**config.mk**
```make
export PLATFORM = sky130hd
export DESIGN_NAME = mem_stage_flat
export DESIGN_NICKNAME = d
export VERILOG_FILES = /design/src/rtl/mem_pkg.sv /design/src/rtl/mem_stage_if.sv /design/src/rtl/mem_align.sv /design/src/rtl/mem_stage.sv /design/src/flat_wrapper.sv
export SDC_FILE = /design/constraint.sdc
export NUM_CORES = 1
export LEC_CHECK = 0
export ABC_AREA = 1
export BUFFER_PORTS_ARGS = -buffer_cell sky130_fd_sc_hd__buf_2
export CORE_MARGIN = 10
export CORE_UTILIZATION = 54
export CTS_BUF_LIST = sky130_fd_sc_hd__clkbuf_4
export DETAILED_ROUTE_END_ITERATION = 10
export HOLD_SLACK_MARGIN = 0.1
export PLACE_DENSITY = 0.85
export SLEW_MARGIN = 10
export SYNTH_ARGS = -nofsm -noshare
export SYNTH_HDL_FRONTEND = slang
export SYNTH_SLANG_ARGS = --single-unit
export TNS_END_PERCENT = 1
```
**constraint.sdc**
```tcl
create_clock -name clk -period 6.7 [get_ports clk]
set_input_delay 0.335 -clock clk [delete_from_list [all_inputs] [get_ports clk]]
set_output_delay 0.335 -clock clk [all_outputs]
set_load 0.01 [all_outputs]
```
**src/rtl/mem_pkg.sv**
```systemverilog
// Shared encodings and pipeline record types for the memory-access stage.
// Pure declarations: no latency or backpressure of its own.
package mem_pkg;

  localparam logic [1:0] MSZ_WORD = 2'b00;
  localparam logic [1:0] MSZ_HALF = 2'b01;
  localparam logic [1:0] MSZ_BYTE = 2'b10;

  localparam logic [3:0] INS_TYPE_BUBBLE = 4'd0;

  typedef enum logic {
    S_IDLE = 1'b0,
    S_REQ  = 1'b1
  } state_t;

  // Fields parked while a data-memory access is outstanding.
  typedef struct packed {
    logic [4:0]  dest_r;
    logic [31:0] alu_r;
    logic        wreg;
    logic        m2reg;
    logic [1:0]  msize;
    logic        msigned;
    logic [3:0]  ins_type;
    logic [3:0]  ins_number;
  } pend_t;

  // MEM/WB operand set handed to the writeback stage.
  typedef struct packed {
    logic [4:0]  dest_r;
    logic [31:0] alu_r;
    logic [31:0] mdata;
    logic        wreg;
    logic        m2reg;
    logic [3:0]  ins_type;
    logic [3:0]  ins_number;
  } wb_t;

  function automatic logic is_memop(input logic m2reg, input logic wmem);
    return m2reg | wmem;
  endfunction

endpackage

```
**src/rtl/mem_stage_if.sv**
```systemverilog
// Data-memory request/acknowledge port; master issues the request, slave acks.
// Latency: variable wait states; request is held stable by the master until ack.
interface mem_stage_if;
  logic        req;
  logic        we;
  logic [31:0] addr;
  logic [3:0]  be;
  logic [31:0] wdata;
  logic [31:0] rdata;
  logic        ack;

  modport master (
    output req, we, addr, be, wdata,
    input  rdata, ack
  );

  modport slave (
    input  req, we, addr, be, wdata,
    output rdata, ack
  );
endinterface

```
**src/rtl/mem_align.sv**
```systemverilog
// Byte-lane alignment for stores, extraction/extension for loads, misalign detect.
// Latency: combinational; backpressure: none.
module mem_align
  import mem_pkg::*;
(
  input  logic [1:0]  size,
  input  logic        msigned,
  input  logic [1:0]  addr,
  input  logic [31:0] sdata,
  input  logic [31:0] rdata,
  output logic [3:0]  be,
  output logic [31:0] wdata,
  output logic [31:0] ldata,
  output logic        misalign
);

  logic [15:0] lhalf;
  logic [7:0]  lbyte;

  always_comb begin
    lhalf = addr[1] ? rdata[31:16] : rdata[15:0];
    case (addr)
      2'd0:    lbyte = rdata[7:0];
      2'd1:    lbyte = rdata[15:8];
      2'd2:    lbyte = rdata[23:16];
      default: lbyte = rdata[31:24];
    endcase
  end

  // Size 11 falls through to the word behaviour.
  always_comb begin
    be       = 4'b1111;
    wdata    = sdata;
    ldata    = rdata;
    misalign = |addr;
    case (size)
      MSZ_HALF: begin
        be       = addr[1] ? 4'b1100 : 4'b0011;
        wdata    = {2{sdata[15:0]}};
        ldata    = {{16{msigned & lhalf[15]}}, lhalf};
        misalign = addr[0];
      end
      MSZ_BYTE: begin
        be       = 4'b0001 << addr;
        wdata    = {4{sdata[7:0]}};
        ldata    = {{24{msigned & lbyte[7]}}, lbyte};
        misalign = 1'b0;
      end
      default: ;
    endcase
  end

endmodule

```
**src/rtl/mem_stage.sv**
```systemverilog
// Memory-access stage: registers EX/MEM, runs loads/stores over dmem; 1 cycle (ALU) or 1+N (memop).
// Backpressure: mem_stall holds upstream from capture until the ack cycle; outputs carry bubbles meanwhile.
module mem_stage
  import mem_pkg::*;
(
  input  logic        clk,
  input  logic        rst,
  input  logic [4:0]  ex_destR,
  input  logic [31:0] ex_aluR,
  input  logic [31:0] ex_sdata,
  input  logic        ex_wreg,
  input  logic        ex_m2reg,
  input  logic        ex_wmem,
  input  logic [1:0]  ex_msize,
  input  logic        ex_msigned,
  input  logic [3:0]  EX_ins_type,
  input  logic [3:0]  EX_ins_number,
  output logic [4:0]  mem_destR,
  output logic [31:0] mem_aluR,
  output logic [31:0] mem_mdata,
  output logic        mem_wreg,
  output logic        mem_m2reg,
  output logic [3:0]  MEM_ins_type,
  output logic [3:0]  MEM_ins_number,
  output logic        mem_stall,
  output logic        mem_misalign,
  mem_stage_if.master dmem
);

  state_t      state_q, state_d;
  pend_t       pend_q;
  wb_t         wb_q, wb_d;
  logic        misalign_q, misalign_d;
  logic        req_q, we_q;
  logic [31:0] addr_q, wdata_q;
  logic [3:0]  be_q;

  logic        memop, in_req, capture, done;
  logic [1:0]  al_size, al_addr;
  logic        al_signed;
  logic [3:0]  al_be;
  logic [31:0] al_wdata, al_ldata;
  logic        al_misalign;

  assign memop  = is_memop(ex_m2reg, ex_wmem);
  assign in_req = (state_q == S_REQ);

  // One aligner serves both directions: EX fields when idle, parked fields while waiting.
  assign al_size   = in_req ? pend_q.msize      : ex_msize;
  assign al_signed = in_req ? pend_q.msigned    : ex_msigned;
  assign al_addr   = in_req ? pend_q.alu_r[1:0] : ex_aluR[1:0];

  mem_align u_align (
    .size     (al_size),
    .msigned  (al_signed),
    .addr     (al_addr),
    .sdata    (ex_sdata),
    .rdata    (dmem.rdata),
    .be       (al_be),
    .wdata    (al_wdata),
    .ldata    (al_ldata),
    .misalign (al_misalign)
  );

  assign capture = !in_req && memop && !al_misalign;
  assign done    = in_req && dmem.ack;

  always_ff @(posedge clk) begin
    if (!rst) state_q <= S_IDLE;
    else      state_q <= state_d;
  end

  always_comb begin
    state_d = state_q;
    case (state_q)
      S_IDLE:  if (capture)  state_d = S_REQ;
      S_REQ:   if (dmem.ack) state_d = S_IDLE;
      default: state_d = S_IDLE;
    endcase
  end

  always_comb begin
    wb_d          = '0;
    wb_d.ins_type = INS_TYPE_BUBBLE;
    misalign_d    = 1'b0;
    mem_stall     = 1'b0;
    case (state_q)
      S_IDLE: begin
        if (!memop) begin
          wb_d.dest_r     = ex_destR;
          wb_d.alu_r      = ex_aluR;
          wb_d.wreg       = ex_wreg;
          wb_d.m2reg      = ex_m2reg;
          wb_d.ins_type   = EX_ins_type;
          wb_d.ins_number = EX_ins_number;
        end else if (al_misalign) begin
          misalign_d = 1'b1;
        end else begin
          mem_stall = 1'b1;
        end
      end
      S_REQ: begin
        if (dmem.ack) begin
          wb_d.dest_r     = pend_q.dest_r;
          wb_d.alu_r      = pend_q.alu_r;
          wb_d.mdata      = we_q ? 32'd0 : al_ldata;
          wb_d.wreg       = pend_q.wreg;
          wb_d.m2reg      = pend_q.m2reg;
          wb_d.ins_type   = pend_q.ins_type;
          wb_d.ins_number = pend_q.ins_number;
        end else begin
          mem_stall = 1'b1;
        end
      end
      default: ;
    endcase
  end

  always_ff @(posedge clk) begin
    if (!rst) begin
      wb_q       <= '0;
      misalign_q <= 1'b0;
      req_q      <= 1'b0;
      we_q       <= 1'b0;
      addr_q     <= '0;
      be_q       <= '0;
      wdata_q    <= '0;
      pend_q     <= '0;
    end else begin
      wb_q       <= wb_d;
      misalign_q <= misalign_d;
      if (capture) begin
        req_q             <= 1'b1;
        we_q              <= ex_wmem;
        addr_q            <= {ex_aluR[31:2], 2'b00};
        be_q              <= al_be;
        wdata_q           <= al_wdata;
        pend_q.dest_r     <= ex_destR;
        pend_q.alu_r      <= ex_aluR;
        pend_q.wreg       <= ex_wreg;
        pend_q.m2reg      <= ex_m2reg;
        pend_q.msize      <= ex_msize;
        pend_q.msigned    <= ex_msigned;
        pend_q.ins_type   <= EX_ins_type;
        pend_q.ins_number <= EX_ins_number;
      end else if (done) begin
        req_q <= 1'b0;
      end
    end
  end

  assign mem_destR      = wb_q.dest_r;
  assign mem_aluR       = wb_q.alu_r;
  assign mem_mdata      = wb_q.mdata;
  assign mem_wreg       = wb_q.wreg;
  assign mem_m2reg      = wb_q.m2reg;
  assign MEM_ins_type   = wb_q.ins_type;
  assign MEM_ins_number = wb_q.ins_number;
  assign mem_misalign   = misalign_q;

  assign dmem.req   = req_q;
  assign dmem.we    = we_q;
  assign dmem.addr  = addr_q;
  assign dmem.be    = be_q;
  assign dmem.wdata = wdata_q;

endmodule

```
**src/flat_wrapper.sv**
```systemverilog
// flat-port wrapper written by rule: the top's interface ports become plain ports
module mem_stage_flat import mem_pkg::*;
  (clk, rst, ex_destR, ex_aluR, ex_sdata, ex_wreg, ex_m2reg, ex_wmem, ex_msize, ex_msigned, EX_ins_type, EX_ins_number, mem_destR, mem_aluR, mem_mdata, mem_wreg, mem_m2reg, MEM_ins_type, MEM_ins_number, mem_stall, mem_misalign, dmem_req, dmem_we, dmem_addr, dmem_be, dmem_wdata, dmem_rdata, dmem_ack);
  mem_stage_if dmem_i ();
  input  logic clk;
  input  logic rst;
  input  logic [4:0] ex_destR;
  input  logic [31:0] ex_aluR;
  input  logic [31:0] ex_sdata;
  input  logic ex_wreg;
  input  logic ex_m2reg;
  input  logic ex_wmem;
  input  logic [1:0] ex_msize;
  input  logic ex_msigned;
  input  logic [3:0] EX_ins_type;
  input  logic [3:0] EX_ins_number;
  output logic [4:0] mem_destR;
  output logic [31:0] mem_aluR;
  output logic [31:0] mem_mdata;
  output logic mem_wreg;
  output logic mem_m2reg;
  output logic [3:0] MEM_ins_type;
  output logic [3:0] MEM_ins_number;
  output logic mem_stall;
  output logic mem_misalign;
  output wire logic [$bits(dmem_i.req)-1:0] dmem_req;
  output wire logic [$bits(dmem_i.we)-1:0] dmem_we;
  output wire logic [$bits(dmem_i.addr)-1:0] dmem_addr;
  output wire logic [$bits(dmem_i.be)-1:0] dmem_be;
  output wire logic [$bits(dmem_i.wdata)-1:0] dmem_wdata;
  input wire logic [$bits(dmem_i.rdata)-1:0] dmem_rdata;
  input wire logic [$bits(dmem_i.ack)-1:0] dmem_ack;
  assign dmem_req = dmem_i.req;
  assign dmem_we = dmem_i.we;
  assign dmem_addr = dmem_i.addr;
  assign dmem_be = dmem_i.be;
  assign dmem_wdata = dmem_i.wdata;
  assign dmem_i.rdata = dmem_rdata;
  assign dmem_i.ack = dmem_ack;
  mem_stage u_core (.clk(clk), .rst(rst), .ex_destR(ex_destR), .ex_aluR(ex_aluR), .ex_sdata(ex_sdata), .ex_wreg(ex_wreg), .ex_m2reg(ex_m2reg), .ex_wmem(ex_wmem), .ex_msize(ex_msize), .ex_msigned(ex_msigned), .EX_ins_type(EX_ins_type), .EX_ins_number(EX_ins_number), .mem_destR(mem_destR), .mem_aluR(mem_aluR), .mem_mdata(mem_mdata), .mem_wreg(mem_wreg), .mem_m2reg(mem_m2reg), .MEM_ins_type(MEM_ins_type), .MEM_ins_number(MEM_ins_number), .mem_stall(mem_stall), .mem_misalign(mem_misalign), .dmem(dmem_i));
endmodule
```
==> qor.yml <==
critical_path:
  r2r.worst_path.cells: 13
  required_ns: 6.36
  worstSetupStartpoint: "u_core.in_req$_SDFF_PN0_"
  criticalPathCategory: "flip-flop to output port"
  critPathCaptureType: "output port"
  crit_end: "mem_stall"
  r2r_start: "u_core.in_req$_SDFF_PN0_"
  crit_arrival_ns: 4.26
  path_max_fanout: 93
  cp-start-kind: "flip-flop"
  rrSetupSlack_ns: 2.75
  reg2reg_to: "u_core.pend_q[46]$_SDFFE_PN0P_"
synth:
  netlist.area_leader.share: 0.490
  netlist_instances: 870
  postSynthAreaPerCell_um2: 7.94
  yosys-top-cells-area: "dfxtp_1 49%, a21oi_1 9.9%, o21ai_0 7.5%"
  synth_warnings: 0
  synth_area_um2: 6910
  ys_seq_area_frac: 0.490
  ys_types: 31
  synth.ff_latch_count: 169
  yosysTopAreaCell: "dfxtp_1"
global_routing:
  grtUsageTotal: 0.258
  grt_overflow_total: 0
  antenna_found_initial: 8
  grt_max_degree: 94
  grt_pass1_vias: 7322
  grt_pass1_wl_mm: 37.6
sta:
  rsz0062_at_grt: "no"
  setup_slack_ns: 2.11
  fin_skew_ns: 0.0153
  whs_ns: 0.160
  timing.final.crit_period_ns: 4.59
  fmax_mhz: 218
  tns_ns: 0
  finalMaxSlewViolations: 0
  maxSlewHeadroom: 0.355
  period_share: 0.685
  setup_violations: 0
  worst_pin_slew_ns: 0.967
  hold_violations: 0
pwr:
  powerDensity_nw_per_um2: 391
  peakVddDrop_v: 0.000370
  total_leakage_power_nw: 4.51
  p_total_mw: 3.65
final_layout:
  finalCoreUtilization: 0.743
  nNetsFinal: 1305
  stdcell_area_um2: 9340
  drive_gt1_frac: 0.281
  syn_to_final_growth_pct: 35.2
  fin_cells: 1377
  n_fill_cell: 921
cts:
  cts_setup_buffers: 0
  numCtsBuffers: 17
  clock-root-buffer: "clkbuf_4"
  clk-insertion-delay-late_ns: 0.55
  cts_buffer_depth: 2
  htree_levels: 4
  clk_pin_slew_worst_paths_ns: 0.12
  tritoncts: "yes"
  clock_sinks: 169
place:
  dp_slack_ns: 2.77
  dpl.hpwl_mm: 14.3
  io_buffers: 266
  routabilityCongestion: 0.888
  postPlaceCellArea_um2: 7940
  placed_cells: 1221
die:
  pin_count: 269
  die_w_um: 133
  die_h_um: 133
  die_area_um2: 17700
  rows: 41
  initial_core_util: 0.550
  core_um2: 12600
flow_run:
  max_cap_violations: 0
routing:
  postRouteAntennaNets: 0
  wl_per_cell_um: 17.4
  route.detailed.drc: 0
  vias: 7452
  first_pass_iters: 6
  drtIter0Drc: 919
  wirelength_mm: 24.0
  post_drt_via_cell_ratio: 5.41
min_path:
  min-delay-path-class: "input pin to flip-flop"
status:
  outcome: "finished, final reports clean"
[layer usage]
metal  global-route usage  wire length, um  vias to the layer above
li1                     -                -                     3496
met4                0.175             1520                        0
met3               0.0842             2110                      136
met5                    0                0                        -
met2                0.419            11600                      474
met1                0.282             8750                     3346
[where the power goes]
| part | leakage [nW] | total (mW) | internal (mW) | switching (mW) |
|---|---|---|---|---|
| combinational | 3.01 | 1.74 | 0.558 | 1.18 |
| sequential | 1.39 | 1.42 | 1.29 | 0.137 |
| clock | 0.118 | 0.486 | 0.150 | 0.336 |
[worst max-delay path, cell delays in order, from the launching register on]
cell and delay [ns]:
dfxtp_1 0.62, inv_2 0.15, or2_2 0.30, o21ai_0 0.10
inv_1 0.07, ha_1 0.27, buf_4 0.43, inv_2 0.41
nand2_1 0.19, nand2_2 0.08, nand2_2 0.07, buf_4 0.66
nand2_1 0.11, buf_2 0.18
[sequential cells by signal, summed over array words and instances, names as in the netlist]
register and cells:
u_core.dmem.be 4, u_core.mem_m2reg 1, u_core.in_req 1, u_core.dmem.wdata 32, u_core.MEM_ins_type 4, u_core.mem_aluR 32, u_core.dmem.req 1, u_core.pend_q 50
u_core.mem_mdata 32, u_core.mem_destR 5, u_core.dmem.we 1, u_core.MEM_ins_number 4, u_core.mem_wreg 1, u_core.mem_misalign 1
[repair_timing]
item                                   CTS  global route
hold buffers                           117             0
resized for setup                        0             0
endpoints found under the hold margin  159             0
[worst min path at each step]
stage                                             start                                   to  cells past startpoint
after floorplan           u_core.pend_q[0]$_SDFFE_PN0P_  u_core.MEM_ins_number[0]$_SDFF_PN0_                      2
after global placement    u_core.pend_q[5]$_SDFFE_PN0P_    u_core.MEM_ins_type[1]$_SDFF_PN0_                      2
after detailed placement  u_core.pend_q[2]$_SDFFE_PN0P_  u_core.MEM_ins_number[2]$_SDFF_PN0_                      2
after CTS                                dmem_rdata[14]      u_core.mem_mdata[14]$_SDFF_PP0_                      3
after global routing                     dmem_rdata[14]      u_core.mem_mdata[14]$_SDFF_PP0_                      3
final                                    dmem_rdata[14]      u_core.mem_mdata[14]$_SDFF_PP0_                      3
[cells by family after synthesis]
group | share of synthesized area
compound gates | 0.254
fa+ha+maj | 0.00362
buf+inv | 0.141
flops | 0.490
other cells | 0.000543
simple gates | 0.111
[Yosys cell counts]
library cell	n
o211ai_2	1
nand3_2	1
nand2_1	109
nor2_8	1
clkbuf_1	34
nor2_2	2
a211oi_2	2
a21oi_2	10
nor4_1	1
a21oi_1	137
nand2_2	6
nand4_1	9
conb_1	1
o21ai_1	21
ha_1	2
nand3b_1	2
buf_4	37
or2_2	2
nand2_4	3
nor2_4	1
o22ai_1	41
a31oi_1	8
o21ai_0	104
o211a_1	1
nor2_1	13
inv_2	8
buf_2	15
buf_6	7
nand3_1	19
inv_1	103
dfxtp_1	169
[cell usage in the layout, fill, tap and decap left out, types with 9 or more instances in the layout]
cell | Yosys | final
dlygate4sd3_1 | 0 | 117
nand2_1 | 109 | 109
buf_2 | 15 | 266
dfxtp_1 | 169 | 169
nand3_1 | 19 | 18
nor2_1 | 13 | 13
clkbuf_4 | 0 | 20
o22ai_1 | 41 | 41
o21ai_1 | 21 | 21
a21oi_1 | 137 | 137
nand4_1 | 9 | 9
inv_1 | 103 | 103
a21oi_2 | 10 | 10
o21ai_0 | 104 | 104
[final cells by class]
type / instances / area [um^2] / share of cell area
sequential: 169 / 3380 / 0.362
tap: 172 / 215 / 0.0230
antenna: 8 / 20.0 / 0.00214
multi-input combinational: 498 / 2560 / 0.274
clock inverter: 11 / 58.8 / 0.00629
inverter: 111 / 417 / 0.0446
clock buffer: 20 / 150 / 0.0161
timing repair buffer: 388 / 2540 / 0.272
No activity file was read; power rests on OpenSTA's default activity.
